$ cat src/rtl/clock_pkg.sv
// Shared types and defaults for the alarm controller.
package clock_pkg;

   // FSM state encoding, also shown on the state LEDs.
   typedef enum logic [1:0] {
      IDLE   = 2'd0,
      ARMED  = 2'd1,
      RING   = 2'd2,
      SNOOZE = 2'd3
   } alarm_state_t;

   localparam int RING_SEC_DEF   = 60;
   localparam int SNOOZE_SEC_DEF = 300;
   localparam int MAX_SNOOZE_DEF = 3;

   // Bits needed to hold 0..max_val; never less than one bit.
   function automatic int cnt_width(input int max_val);
      return ($clog2(max_val + 1) < 1) ? 1 : $clog2(max_val + 1);
   endfunction

endpackage

$ cat src/rtl/alarm_ctrl_if.sv
// Signal bundle between the clock front panel / time base and the alarm controller.
interface alarm_ctrl_if;

   logic        tick_1hz;
   logic        tone_tick;
   logic [23:0] time_bcd;
   logic [23:0] alarm_bcd;
   logic        alarm_on;
   logic        setting;
   logic        stop;
   logic        snooze;
   logic        bee_out;
   logic        ringing;
   logic [1:0]  state;

   // Driver side: time base and buttons.
   modport master (
      output tick_1hz, tone_tick, time_bcd, alarm_bcd, alarm_on, setting, stop, snooze,
      input  bee_out, ringing, state
   );

   // Alarm controller side.
   modport slave (
      input  tick_1hz, tone_tick, time_bcd, alarm_bcd, alarm_on, setting, stop, snooze,
      output bee_out, ringing, state
   );

endinterface

$ cat src/rtl/sec_downcounter.sv
// Loadable seconds down-counter that stops at zero; shared by ring and snooze timing.
module sec_downcounter #(
   parameter int W = 9
) (
   input  logic         clk,
   input  logic         rst,
   input  logic         load,
   input  logic [W-1:0] load_val,
   input  logic         dec,
   output logic [W-1:0] cnt,
   output logic         zero
);

   logic [W-1:0] cnt_q;

   // Load has priority over decrement; decrement saturates at zero.
   // NOTE: state registers use non-blocking assignment so every flop samples pre-edge values.
   always_ff @(posedge clk or negedge rst) begin
      if (!rst) begin
         cnt_q <= '0;
      end else if (load) begin
         cnt_q <= load_val;
      end else if (dec && (cnt_q != '0)) begin
         cnt_q <= cnt_q - 1'b1;
      end
   end

   assign cnt  = cnt_q;
   assign zero = (cnt_q == '0);

endmodule

$ cat src/rtl/alarm_ctrl.sv
// Alarm controller: match detection, ring/snooze FSM and buzzer tone generation.
module alarm_ctrl
   import clock_pkg::*;
#(
   parameter int RING_SEC   = RING_SEC_DEF,
   parameter int SNOOZE_SEC = SNOOZE_SEC_DEF,
   parameter int MAX_SNOOZE = MAX_SNOOZE_DEF
) (
   input  logic         clk,
   input  logic         rst,
   alarm_ctrl_if.slave  bus
);

   localparam int CNT_W = cnt_width((RING_SEC > SNOOZE_SEC) ? RING_SEC : SNOOZE_SEC);
   localparam int SNZ_W = cnt_width(MAX_SNOOZE);

   alarm_state_t     state_q;
   logic             ringing_q;
   logic             beat_q;
   logic             tone_q;
   logic             match_q;
   logic [SNZ_W-1:0] snooze_cnt;

   logic             match;
   logic             hit;
   logic             snooze_ok;
   logic             timeout;
   logic             cnt_load;
   logic [CNT_W-1:0] cnt_val;
   logic             cnt_dec;
   logic [CNT_W-1:0] sec_cnt;
   logic             sec_zero;

   assign match     = (bus.time_bcd == bus.alarm_bcd);
   // Rising edge of the match only, so a time held at the alarm value rings once.
   assign hit       = match & ~match_q & ~bus.setting;
   assign snooze_ok = bus.snooze && (snooze_cnt < SNZ_W'(MAX_SNOOZE));
   // A counter already at zero also expires, so a zero-length interval cannot strand the FSM.
   assign timeout   = bus.tick_1hz & ((sec_cnt == CNT_W'(1)) | sec_zero);

   sec_downcounter #(.W(CNT_W)) u_sec_cnt (
      .clk      (clk),
      .rst      (rst),
      .load     (cnt_load),
      .load_val (cnt_val),
      .dec      (cnt_dec),
      .cnt      (sec_cnt),
      .zero     (sec_zero)
   );

   // Counter control follows the same event priority as the FSM below.
   // NOTE: every signal gets a default first so no path leaves it unassigned (no latch).
   always_comb begin
      cnt_load = 1'b0;
      cnt_val  = CNT_W'(RING_SEC);
      cnt_dec  = 1'b0;
      if (bus.alarm_on) begin
         case (state_q)
            ARMED:  cnt_load = hit;
            RING: begin
               if (!bus.stop) begin
                  if (snooze_ok) begin
                     cnt_load = 1'b1;
                     cnt_val  = CNT_W'(SNOOZE_SEC);
                  end else begin
                     cnt_dec = bus.tick_1hz;
                  end
               end
            end
            SNOOZE: begin
               if (!bus.stop) begin
                  if (timeout) cnt_load = 1'b1;
                  else         cnt_dec  = bus.tick_1hz;
               end
            end
            default: ;
         endcase
      end
   end

   // Alarm FSM with registered ringing flag, beat and snooze count.
   always_ff @(posedge clk or negedge rst) begin
      if (!rst) begin
         state_q    <= IDLE;
         ringing_q  <= 1'b0;
         beat_q     <= 1'b0;
         snooze_cnt <= '0;
         // NOTE: reset to 1 so a time already equal to the alarm at release is not a fresh hit.
         match_q    <= 1'b1;
      end else begin
         match_q <= match;
         if (!bus.alarm_on) begin
            state_q   <= IDLE;
            ringing_q <= 1'b0;
         end else begin
            case (state_q)
               IDLE: begin
                  state_q   <= ARMED;
                  ringing_q <= 1'b0;
               end
               ARMED: begin
                  if (hit) begin
                     state_q    <= RING;
                     ringing_q  <= 1'b1;
                     beat_q     <= 1'b1;
                     snooze_cnt <= '0;
                  end
               end
               RING: begin
                  if (bus.stop) begin
                     state_q   <= ARMED;
                     ringing_q <= 1'b0;
                  end else if (snooze_ok) begin
                     state_q    <= SNOOZE;
                     ringing_q  <= 1'b0;
                     snooze_cnt <= snooze_cnt + 1'b1;
                  end else if (timeout) begin
                     state_q   <= ARMED;
                     ringing_q <= 1'b0;
                  end else if (bus.tick_1hz) begin
                     beat_q <= ~beat_q;
                  end
               end
               SNOOZE: begin
                  if (bus.stop) begin
                     state_q   <= ARMED;
                     ringing_q <= 1'b0;
                  end else if (timeout) begin
                     state_q   <= RING;
                     ringing_q <= 1'b1;
                     beat_q    <= 1'b1;
                  end
               end
               default: begin
                  state_q   <= IDLE;
                  ringing_q <= 1'b0;
               end
            endcase
         end
      end
   end

   // Tone square wave during the "on" half of each beat, held low otherwise.
   always_ff @(posedge clk or negedge rst) begin
      if (!rst) begin
         tone_q <= 1'b0;
      end else if (ringing_q && beat_q) begin
         if (bus.tone_tick) tone_q <= ~tone_q;
      end else begin
         tone_q <= 1'b0;
      end
   end

   assign bus.bee_out = tone_q;
   assign bus.ringing = ringing_q;
   assign bus.state   = state_q;

endmodule

$ cat src/flat_wrapper.sv
// flat-port wrapper written by rule: the top's interface ports become plain ports
module alarm_ctrl_flat import clock_pkg::*;
#(
   parameter int RING_SEC   = RING_SEC_DEF,
   parameter int SNOOZE_SEC = SNOOZE_SEC_DEF,
   parameter int MAX_SNOOZE = MAX_SNOOZE_DEF
)
  (clk, rst, bus_tick_1hz, bus_tone_tick, bus_time_bcd, bus_alarm_bcd, bus_alarm_on, bus_setting, bus_stop, bus_snooze, bus_bee_out, bus_ringing, bus_state);
  alarm_ctrl_if bus_i ();
  input  logic clk;
  input  logic rst;
  input wire logic [$bits(bus_i.tick_1hz)-1:0] bus_tick_1hz;
  input wire logic [$bits(bus_i.tone_tick)-1:0] bus_tone_tick;
  input wire logic [$bits(bus_i.time_bcd)-1:0] bus_time_bcd;
  input wire logic [$bits(bus_i.alarm_bcd)-1:0] bus_alarm_bcd;
  input wire logic [$bits(bus_i.alarm_on)-1:0] bus_alarm_on;
  input wire logic [$bits(bus_i.setting)-1:0] bus_setting;
  input wire logic [$bits(bus_i.stop)-1:0] bus_stop;
  input wire logic [$bits(bus_i.snooze)-1:0] bus_snooze;
  output wire logic [$bits(bus_i.bee_out)-1:0] bus_bee_out;
  output wire logic [$bits(bus_i.ringing)-1:0] bus_ringing;
  output wire logic [$bits(bus_i.state)-1:0] bus_state;
  assign bus_i.tick_1hz = bus_tick_1hz;
  assign bus_i.tone_tick = bus_tone_tick;
  assign bus_i.time_bcd = bus_time_bcd;
  assign bus_i.alarm_bcd = bus_alarm_bcd;
  assign bus_i.alarm_on = bus_alarm_on;
  assign bus_i.setting = bus_setting;
  assign bus_i.stop = bus_stop;
  assign bus_i.snooze = bus_snooze;
  assign bus_bee_out = bus_i.bee_out;
  assign bus_ringing = bus_i.ringing;
  assign bus_state = bus_i.state;
  alarm_ctrl #(.RING_SEC(RING_SEC), .SNOOZE_SEC(SNOOZE_SEC), .MAX_SNOOZE(MAX_SNOOZE)) u_core (.clk(clk), .rst(rst), .bus(bus_i));
endmodule
$ cat config.mk
export PLATFORM = sky130hd
export DESIGN_NAME = alarm_ctrl_flat
export DESIGN_NICKNAME = d
export VERILOG_FILES = /design/src/rtl/clock_pkg.sv /design/src/rtl/alarm_ctrl_if.sv /design/src/rtl/sec_downcounter.sv /design/src/rtl/alarm_ctrl.sv /design/src/flat_wrapper.sv
export SDC_FILE = /design/constraint.sdc
export NUM_CORES = 1
export LEC_CHECK = 0
export CAP_MARGIN = 10
export CORE_MARGIN = 1
export CORE_UTILIZATION = 45
export DETAILED_ROUTE_END_ITERATION = 10
export PLACE_DENSITY = 0.8
export RECOVER_POWER = 100
export SKIP_CTS_REPAIR_TIMING = 1
export SYNTH_ARGS = -nofsm -noshare
export SYNTH_HDL_FRONTEND = slang
export SYNTH_HIERARCHICAL = 1
export SYNTH_SLANG_ARGS = --single-unit
export TNS_END_PERCENT = 50
$ cat constraint.sdc
create_clock -name clk -period 5.49 [get_ports clk]
set_clock_uncertainty 0.2 [all_clocks]
set_input_delay 0.8235 -clock clk [delete_from_list [all_inputs] [get_ports clk]]
set_output_delay 0.8235 -clock clk [all_outputs]
set_load 0.01 [all_outputs]
==> impl_metrics.csv, run 1 <==
group,metric,value,unit
cts,clk_pin_slew,0.11,ns
sta,tightest_slew,0.7652,ns
setup_path,cpMaxStageDelayCell,"or4b_1",
cts,numCtsBuffers,3,
layout,syn2layout_area_growth,42.57,%
layout,antenna_cells,0,
pwr,ir_worst_vdd,0.09275,mV
layout,layout_commonest_cell,"clkdlybuf4s50_1",
setup_path,critPathLaunchType,"flop",
sta,finalCriticalPeriod,3.673,ns
placed_design,hpwl,3107,um
cts,insertion_delay,0.29,ns
cts,cts_sinks,17,
pwr,p_sw,0.06745,mW
synth,synth_top_family_by_area,"compound AO/OA/AOI/OAI gates",
status,outcome,"completed",
pwr,swShare,0.2523,
flow_run,cap_violations,0,
synth,synth_flop_cell,"dfrtp_1",
layout,most-common-layout-cells,"clkdlybuf4s50_1 (52), xor2_1 (25), nand2_1 (18)",
setup_path,r2r_slack,1.82,ns
pwr,powerDensity,125.1,mW/mm^2
global_routing,grt_pass1_wl,6430,um
cts,clk_path_buf_depth,2,
synth,synthXorXnorAreaFrac,0.1461,
placed_design,port_buffers,59,
pwr,power.share.sequential,0.478,
layout,n_fill_cell,294,
pwr,pwr-share-clk,0.254,
global_routing,grt-ovfl-total,0,
synth,synth.yosys.seq_area_share,0.2846,
setup_path,cp_data_arrival_time,3.64,ns
global_routing,grt_usage,0.2368,
cts,clock-root-buffer,"clkbuf_4",
sta,max_freq,0.2723,GHz
sta,finalCritPeriodShare,0.6690,
floorplanning,ios,60,
hold_path,worst_hold_path_type,"reg2reg",
pwr,leakage,0.8448,nW
synth,ys_seq_elements,17,
routing,wirelength,3858,um
floorplanning,die_w,59.72,um
synth,synth.area.top_cells,"dfrtp_1 (27%), xor2_1 (15%), nand2_1 (4.5%), nor2_1 (4.3%), inv_1 (3.8%)",
routing,vias_per_cell,5.472,
setup_path,crit_chain,"inv_1 -> ha_1 -> or4b_1 -> nor2_1 -> a31oi_1 -> or3_1 -> a21oi_1 -> a31o_1 -> inv_1 -> o2111ai_1 -> o211ai_1",
floorplanning,num_rows,20,
synth,async_reset_ff_frac,1.000,
synth,synth_simple_gate_area_frac,0.2371,
sta,finalSetupTns,0,ns
synth,yosysTopAreaCellShare,0.2671,
sta,rsz0062_at_grt,"no",
sta,setup_slack,1.817,ns
synth,yosys_warnings,6,
pwr,internal_power,0.1999,mW
setup_path,path_class,"reg2reg",
hold_path,hold_depth,2,
setup_path,worst-path-max-fanout,19,
routing,drt_iter0_markers,118,
floorplanning,design.core.area,0.003103,mm^2
routing,vias,1565,
cts,htree_levels,1,
placed_design,gp_congestion,0.8673,
synth,synth_area,0.001499,mm^2
routing,remaining_drc_errors,0,
synth,syn_avg_cell_area,8.281,um^2
sta,finalMaxSlewViolations,0,
floorplanning,dieHeight,59.72,um
sta,relSlewSlack,0.4882,
cts,cts_tree,"yes",
synth,synthMuxAreaShare,0.01336,
setup_path,crit_path_max_incr_delay,0.63,ns
synth,synth_top_area_cell,"dfrtp_1",
setup_path,cp_common_cell,"inv_1",
setup_path,r2r_cells,11,
global_routing,antenna_found_initial,0,
pwr,comb_power_share,0.268,
synth,syn_inst,181,
routing,wl_per_cell,13.49,um
layout,drive_gt1_frac,0.03719,
routing,antenna_left,0,
synth,synth_fa_ha_area_frac,0.01669,
setup_path,crit_path_end_kind,"flop",
sta,hold_viol,0,
layout,fin_nets,301,
synth,yosys.cell_types.count,46,
synth,synth-compound-area-share,0.2387,
layout,final_util,0.6887,
global_routing,grt_max_degree,20,
global_routing,grt_pass1_vias,1458,
floorplanning,initial_core_util,0.4831,
placed_design,post-place-ws,1.833,ns
routing,drt-pass1-iter-count,4,
sta,setup_viol,0,
synth,synth-edff-count,0,
floorplanning,die-area,0.003566,mm^2
setup_path,required,5.46,ns
## through the flow
stage | hold WS [ns] | cells | power, mW | instance area, um^2
detailed placement | 0.3456 | 282 | 0.2036 | 2132
global placement | 0.3455 | 282 | 0.2023 | 2132
finish | 0.3695 | 286 | 0.2674 | 2137
CTS | 0.3723 | 286 | 0.2734 | 2160
global route | 0.3941 | 286 | 0.2819 | 2137
floorplan | 0.3069 | 186 | 0.1519 | 1518
## state kept, by name (all words and copies together), names as in the netlist
| register | cells |
|---|---|
| u_core/u_sec_cnt/cnt | 9 |
| u_core/bus.state | 2 |
| u_core/snooze_cnt | 2 |
| u_core/beat_q | 1 |
| u_core/bus.bee_out | 1 |
| u_core/bus.ringing | 1 |
| u_core/match_q | 1 |
## worst paths after layout
check,start,endpoint
max in group asynchronous,rst,u_core/u_sec_cnt/cnt[1]
setup reg to reg,u_core/u_sec_cnt/cnt[0],u_core/u_sec_cnt/cnt[0]
setup / recovery,u_core/u_sec_cnt/cnt[0],u_core/u_sec_cnt/cnt[0]
hold reg to reg,u_core/snooze_cnt[1],u_core/snooze_cnt[1]
hold / removal,u_core/snooze_cnt[1],u_core/snooze_cnt[1]
min in group asynchronous,rst,u_core/snooze_cnt[1]
## synth_stat cells (2+ instances only)
library cell	n
xor2_1	25
nand2_1	18
nor2_1	17
dfrtp_1	16
inv_1	15
a21oi_1	9
nand3_1	6
nor4_1	6
o211ai_1	6
a31oi_1	4
o2111ai_1	4
buf_2	3
clkbuf_1	3
nand4_1	3
o21ai_1	3
o311ai_1	3
a211oi_1	2
a311o_1	2
a31o_1	2
conb_1	2
ha_1	2
mux2i_1	2
nor3_1	2
nor4b_1	2
o31a_1	2
or4b_1	2
## worst max-delay path, delay by kind of cell (launching register included)
| kind | cells | cell delay (ns) |
|---|---|---|
| AND/OR/NAND/NOR | 3 | 1.19 |
| AO/OA/AOI/OAI | 5 | 1.14 |
| flip-flops | 1 | 0.44 |
| buffers and inverters | 2 | 0.38 |
| adder cells (fa/ha/maj) | 1 | 0.20 |
## cell families after synthesis
kind of cell    after synthesis
buf+inv                      22
xor+xnor                     25
mux                           2
flops                        17
simple gates                 65
compound gates               46
fa+ha+maj                     2
other cells                   2
## layer usage
layer | GRT usage | vias up | wire (um)
met2 | 0.4143 | 55 | 1993
met3 | 0.04545 | 10 | 174
li1 | - | 778 | -
met5 | 0 | - | 0
met4 | 0.05980 | 0 | 80
met1 | 0.2973 | 722 | 1610
## cell type report
cell class              count  area (um^2)  area share
clock inverters             1        5.005    0.002342
multi-input cells         147        980.9      0.4590
clock buffers               3        22.52     0.01054
repair buffers             59        590.6      0.2763
inverters                  15        56.30     0.02635
flip-flops and latches     17        426.7      0.1996
well taps                  44        55.05     0.02576
## power by group through the flow
stage / combinational, mW / sequential, mW / clock, mW
after CTS: 0.0735 / 0.128 / 0.0721
after floorplan: 0.0215 / 0.130 / 0
final: 0.0717 / 0.128 / 0.0680
after global placement: 0.0720 / 0.130 / 0
after detailed placement: 0.0733 / 0.130 / 0
after global routing: 0.0784 / 0.128 / 0.0755
Note: power is estimated with default switching activity, not from simulation.
==> run 2, diff against run 1 <==
CORE_UTILIZATION = 44   (was 45)
PLACE_DENSITY = 0.78   (was 0.8)
clock period = 3.62 ns   (was 5.49 ns; I/O delays follow)
==> impl_metrics.csv, run 2 (synthesis gave the netlist of run 1 again) <==
group,metric,value,unit
floorplanning,dieHeight,60.37,um
sta,finalMaxSlewViolations,0,
status,outcome,"completed",
sta,max_freq,0.3148,GHz
routing,vias,1562,
sta,relSlewSlack,0.4506,
sta,setup_viol,0,
hold_path,worst_hold_path_type,"reg2reg",
setup_path,path_class,"reg2reg",
placed_design,post-place-ws,0.4805,ns
floorplanning,ios,60,
setup_path,cp_data_arrival_time,3.15,ns
routing,wirelength,4011,um
layout,fin_nets,306,
setup_path,required,3.59,ns
layout,drive_gt1_frac,0.06073,
layout,syn2layout_area_growth,45.58,%
cts,clk_path_buf_depth,2,
global_routing,grt_usage,0.2394,
floorplanning,die_w,60.37,um
cts,numCtsBuffers,3,
sta,holdWs,0.3610,ns
layout,most-common-layout-cells,"clkdlybuf4s50_1 (52), xor2_1 (25), nand2_1 (18)",
setup_path,critPathLaunchType,"flop",
global_routing,grt.met3_usage,0.04904,
global_routing,grt_pass1_vias,1461,
cts,clk_pin_slew,0.11,ns
routing,remaining_drc_errors,0,
floorplanning,design.core.area,0.003153,mm^2
setup_path,cp_common_cell,"nor2_1",
routing,drt-pass1-iter-count,4,
routing,drt_iter0_markers,103,
cts,cts_sinks,17,
cts,clock-root-buffer,"clkbuf_4",
pwr,powerDensity,188.4,mW/mm^2
layout,layout_commonest_cell,"clkdlybuf4s50_1",
setup_path,crit_chain,"inv_1 -> ha_1 -> or4b_1 -> nor2_1 -> a31oi_1 -> or3_1 -> a21oi_1 -> a31o_1 -> buf_4 -> nor2_1 -> o2111ai_1 -> o311ai_0",
sta,setup_slack,0.4436,ns
global_routing,antenna_found_initial,0,
placed_design,port_buffers,59,
cts,cts_tree,"yes",
routing,vias_per_cell,5.368,
global_routing,grt_pass1_wl,6465,um
floorplanning,die-area,0.003644,mm^2
sta,hold_viol,0,
global_routing,grt-ovfl-total,0,
pwr,leakage,0.8692,nW
global_routing,busiest_layer,"met2",
setup_path,crit_path_max_incr_delay,0.47,ns
sta,finalCritPeriodShare,0.8775,
sta,finalSetupTns,0,ns
layout,antenna_cells,0,
setup_path,crit_path_end_kind,"flop",
global_routing,grtUsageMet2,0.4192,
placed_design,gp_congestion,0.8883,
layout,largest_reg_flops,9,
cts,htree_levels,1,
setup_path,path_buf_inv,2,
setup_path,cpMaxStageDelayCell,"or4b_1",
routing,antenna_left,0,
cts,insertion_delay,0.30,ns
sta,finalCriticalPeriod,3.176,ns
floorplanning,num_rows,20,
flow_run,cap_violations,0,
sta,tightest_slew,0.8213,ns
placed_design,hpwl,3206,um
pwr,ir_worst_vdd,0.1550,mV
setup_path,crit_family,"simple AND/OR/NAND/NOR gates",
global_routing,grt_max_degree,18,
routing,wl_per_cell,13.78,um
sta,rsz0062_at_grt,"no",
floorplanning,initial_core_util,0.4754,
setup_path,worst-path-max-fanout,10,
global_routing,grt.met1_usage,0.2836,
==> run 2: cell count changes in the layout (fill, tap and decap cells not counted), sizes merged <==
cell,delta
buf,+5
==> run 2: through the flow <==
step / utilization / std cells / area [um^2] / power, mW
detailed placement: 0.6881 / 287 / 2170 / 0.3088
CTS: 0.6968 / 291 / 2197 / 0.4159
global placement: 0.6881 / 287 / 2170 / 0.3075
floorplan: - / 186 / 1518 / 0.2304
global route: 0.6921 / 291 / 2182 / 0.4354
finish: 0.6921 / 291 / 2182 / 0.4111
==> run 2: where the power goes <==
group          switching [mW]  leakage [nW]  total [mW]  internal [mW]
clock network          0.0661        0.0177       0.107         0.0412
registers             0.00220         0.194       0.194          0.192
logic                  0.0394         0.657       0.110         0.0705
==> run 2: path summary, 6_finish.rpt <==
kind	depth (start not counted)	start	slack [ns]	to
worst min-delay path	1	u_core/beat_q	0.36	u_core/bus.bee_out
worst min register to register	1	u_core/beat_q	0.36	u_core/bus.bee_out
worst max register to register	12	u_core/u_sec_cnt/cnt[0]	0.44	u_core/u_sec_cnt/cnt[6]
worst max-delay path	12	u_core/u_sec_cnt/cnt[0]	0.44	u_core/u_sec_cnt/cnt[6]
min in group asynchronous	1	rst	0.57	u_core/snooze_cnt[0]
max in group asynchronous	1	rst	2.14	u_core/u_sec_cnt/cnt[0]
==> run 2: layout make-up <==
type,instances,area (um^2)
Fill cell,262,970.9
Timing Repair Buffer,64,628.1
Multi-Input combinational cell,147,988.4
Sequential cell,17,426.7
Clock inverter,1,5.005
Inverter,15,56.30
Clock buffer,3,22.52
Tap cell,44,55.05
==> run 2: metal layers <==
| metal | vias up | share of wire |
|---|---|---|
| li1 | 787 | - |
| met1 | 716 | 0.42 |
| met2 | 49 | 0.51 |
| met3 | 10 | 0.043 |
| met4 | 0 | 0.026 |
| met5 | - | 0 |
==> run 3, diff against run 2 <==
CAP_MARGIN = not set   (was 10)
GPL_TIMING_DRIVEN = 0   (was not set)
==> impl_metrics.csv, run 3 (synthesis gave the netlist of run 1 again) <==
group,metric,value,unit
status,outcome,"completed",
pwr,leakage,0.8629,nW
sta,rsz0062_at_grt,"no",
cts,cts_sinks,17,
setup_path,path_class,"reg2reg",
global_routing,grt_pass1_vias,1466,
cts,clock-root-buffer,"clkbuf_4",
layout,n_fill_cell,277,
sta,relSlewSlack,0.4748,
layout,drive_gt1_frac,0.06478,
setup_path,required,3.61,ns
pwr,powerDensity,187.5,mW/mm^2
cts,cts_tree,"yes",
sta,finalCriticalPeriod,3.363,ns
routing,vias_per_cell,5.354,
global_routing,grt_pass1_wl,6210,um
setup_path,cp_data_arrival_time,3.35,ns
sta,hold_viol,0,
layout,syn2layout_area_growth,45.33,%
cts,numCtsBuffers,3,
setup_path,worst-path-max-fanout,10,
global_routing,antenna_found_initial,0,
sta,max_freq,0.2973,GHz
setup_path,critPathLaunchType,"flop",
sta,finalSetupTns,0,ns
placed_design,hpwl,3140,um
layout,layout_commonest_cell,"clkdlybuf4s50_1",
routing,drt_iter0_markers,100,
layout,final_util,0.6909,
cts,insertion_delay,0.29,ns
sta,finalMaxSlewViolations,0,
global_routing,grt_max_degree,18,
floorplanning,die-area,0.003644,mm^2
sta,setup_slack,0.2567,ns
placed_design,port_buffers,58,
sta,holdWs,0.3628,ns
routing,wirelength,3857,um
routing,drt-pass1-iter-count,4,
sta,setup_viol,0,
cts,clk_pin_slew,0.11,ns
sta,finalCritPeriodShare,0.9291,
floorplanning,dieHeight,60.37,um
layout,most-common-layout-cells,"clkdlybuf4s50_1 (51), xor2_1 (25), nand2_1 (18)",
cts,clk_path_buf_depth,2,
floorplanning,design.core.area,0.003153,mm^2
global_routing,grt-ovfl-total,0,
setup_path,crit_path_end_kind,"flop",
floorplanning,num_rows,20,
cts,htree_levels,1,
floorplanning,die_w,60.37,um
sta,tightest_slew,0.7852,ns
layout,antenna_cells,0,
routing,wl_per_cell,13.25,um
floorplanning,initial_core_util,0.4754,
placed_design,post-place-ws,0.03570,ns
pwr,ir_worst_vdd,0.1853,mV
pwr,p_total,0.4083,mW
layout,fin_nets,306,
layout,largest_reg_flops,9,
routing,antenna_left,0,
routing,remaining_drc_errors,0,
flow_run,cap_violations,0,
hold_path,worst_hold_path_type,"reg2reg",
placed_design,gp_congestion,0.9178,
routing,vias,1558,
floorplanning,ios,60,
global_routing,grt_usage,0.2278,
==> run 3: cell types whose count changed in the layout (fill, tap and decap cells not counted) <==
cell             previous run  this run
buf_4                       5         0
clkbuf_2                    0         2
clkdlybuf4s50_1            52        51
clkbuf_1                    0         1
buf_2                       0         3
a31oi_1                     5         4
a31oi_4                     0         1
==> run 3: through the flow <==
step / instances / instance area (um^2)
detailed placement: 288 / 2153
global route: 291 / 2178
global placement: 288 / 2153
floorplan: 186 / 1518
CTS: 292 / 2181
finish: 291 / 2178
==> run 3: routing by layer <==
layer / GRT usage / vias to the layer above / share of wire
li1: - / 788 / -
met1: 0.2576 / 733 / 0.43
met2: 0.4333 / 33 / 0.53
met3: 0.04478 / 4 / 0.030
met4: 0.05648 / 0 / 0.0067
met5: 0 / - / 0
==> run 3: path summary, 6_finish.rpt <==
kind	start	to	slack (ns)	cells after the start
setup / recovery	u_core/u_sec_cnt/cnt[0]	u_core/u_sec_cnt/cnt[2]	0.26	13
hold / removal	u_core/beat_q	u_core/bus.bee_out	0.36	1
setup reg to reg	u_core/u_sec_cnt/cnt[0]	u_core/u_sec_cnt/cnt[2]	0.26	13
hold reg to reg	u_core/beat_q	u_core/bus.bee_out	0.36	1
max in group asynchronous	rst	u_core/u_sec_cnt/cnt[3]	2.17	1
min in group asynchronous	rst	u_core/snooze_cnt[0]	0.56	1
==> run 3: area by class of cell <==
cell class                 count  area [um^2]  area share
buffer                         6        28.78     0.01321
tap                           44        55.05     0.02527
multi-input combinational    147         1003      0.4607
inverter                      15        56.30     0.02585
clock buffer                   3        22.52     0.01034
clock inverter                 1        5.005    0.002298
sequential                    17        426.7      0.1959
timing repair buffer          58        580.6      0.2665
==> run 3: critical path, stage by stage, from the launching register on <==
cell and delay [ns]:
dfrtp_1 0.45, inv_1 0.11, ha_1 0.20, or4b_1 0.43
buf_2 0.19, nor2_1 0.18, a31oi_4 0.09, or3_1 0.36
a21oi_1 0.16, a31o_1 0.35, clkbuf_2 0.30, nor2_1 0.06
o211ai_1 0.08, nand3_1 0.09
==> run 3: where the power goes <==
group | switching, mW | internal (mW)
Sequential | 0.00209 | 0.192
Combinational | 0.0385 | 0.0698
Clock | 0.0652 | 0.0411
Total | 0.106 | 0.303
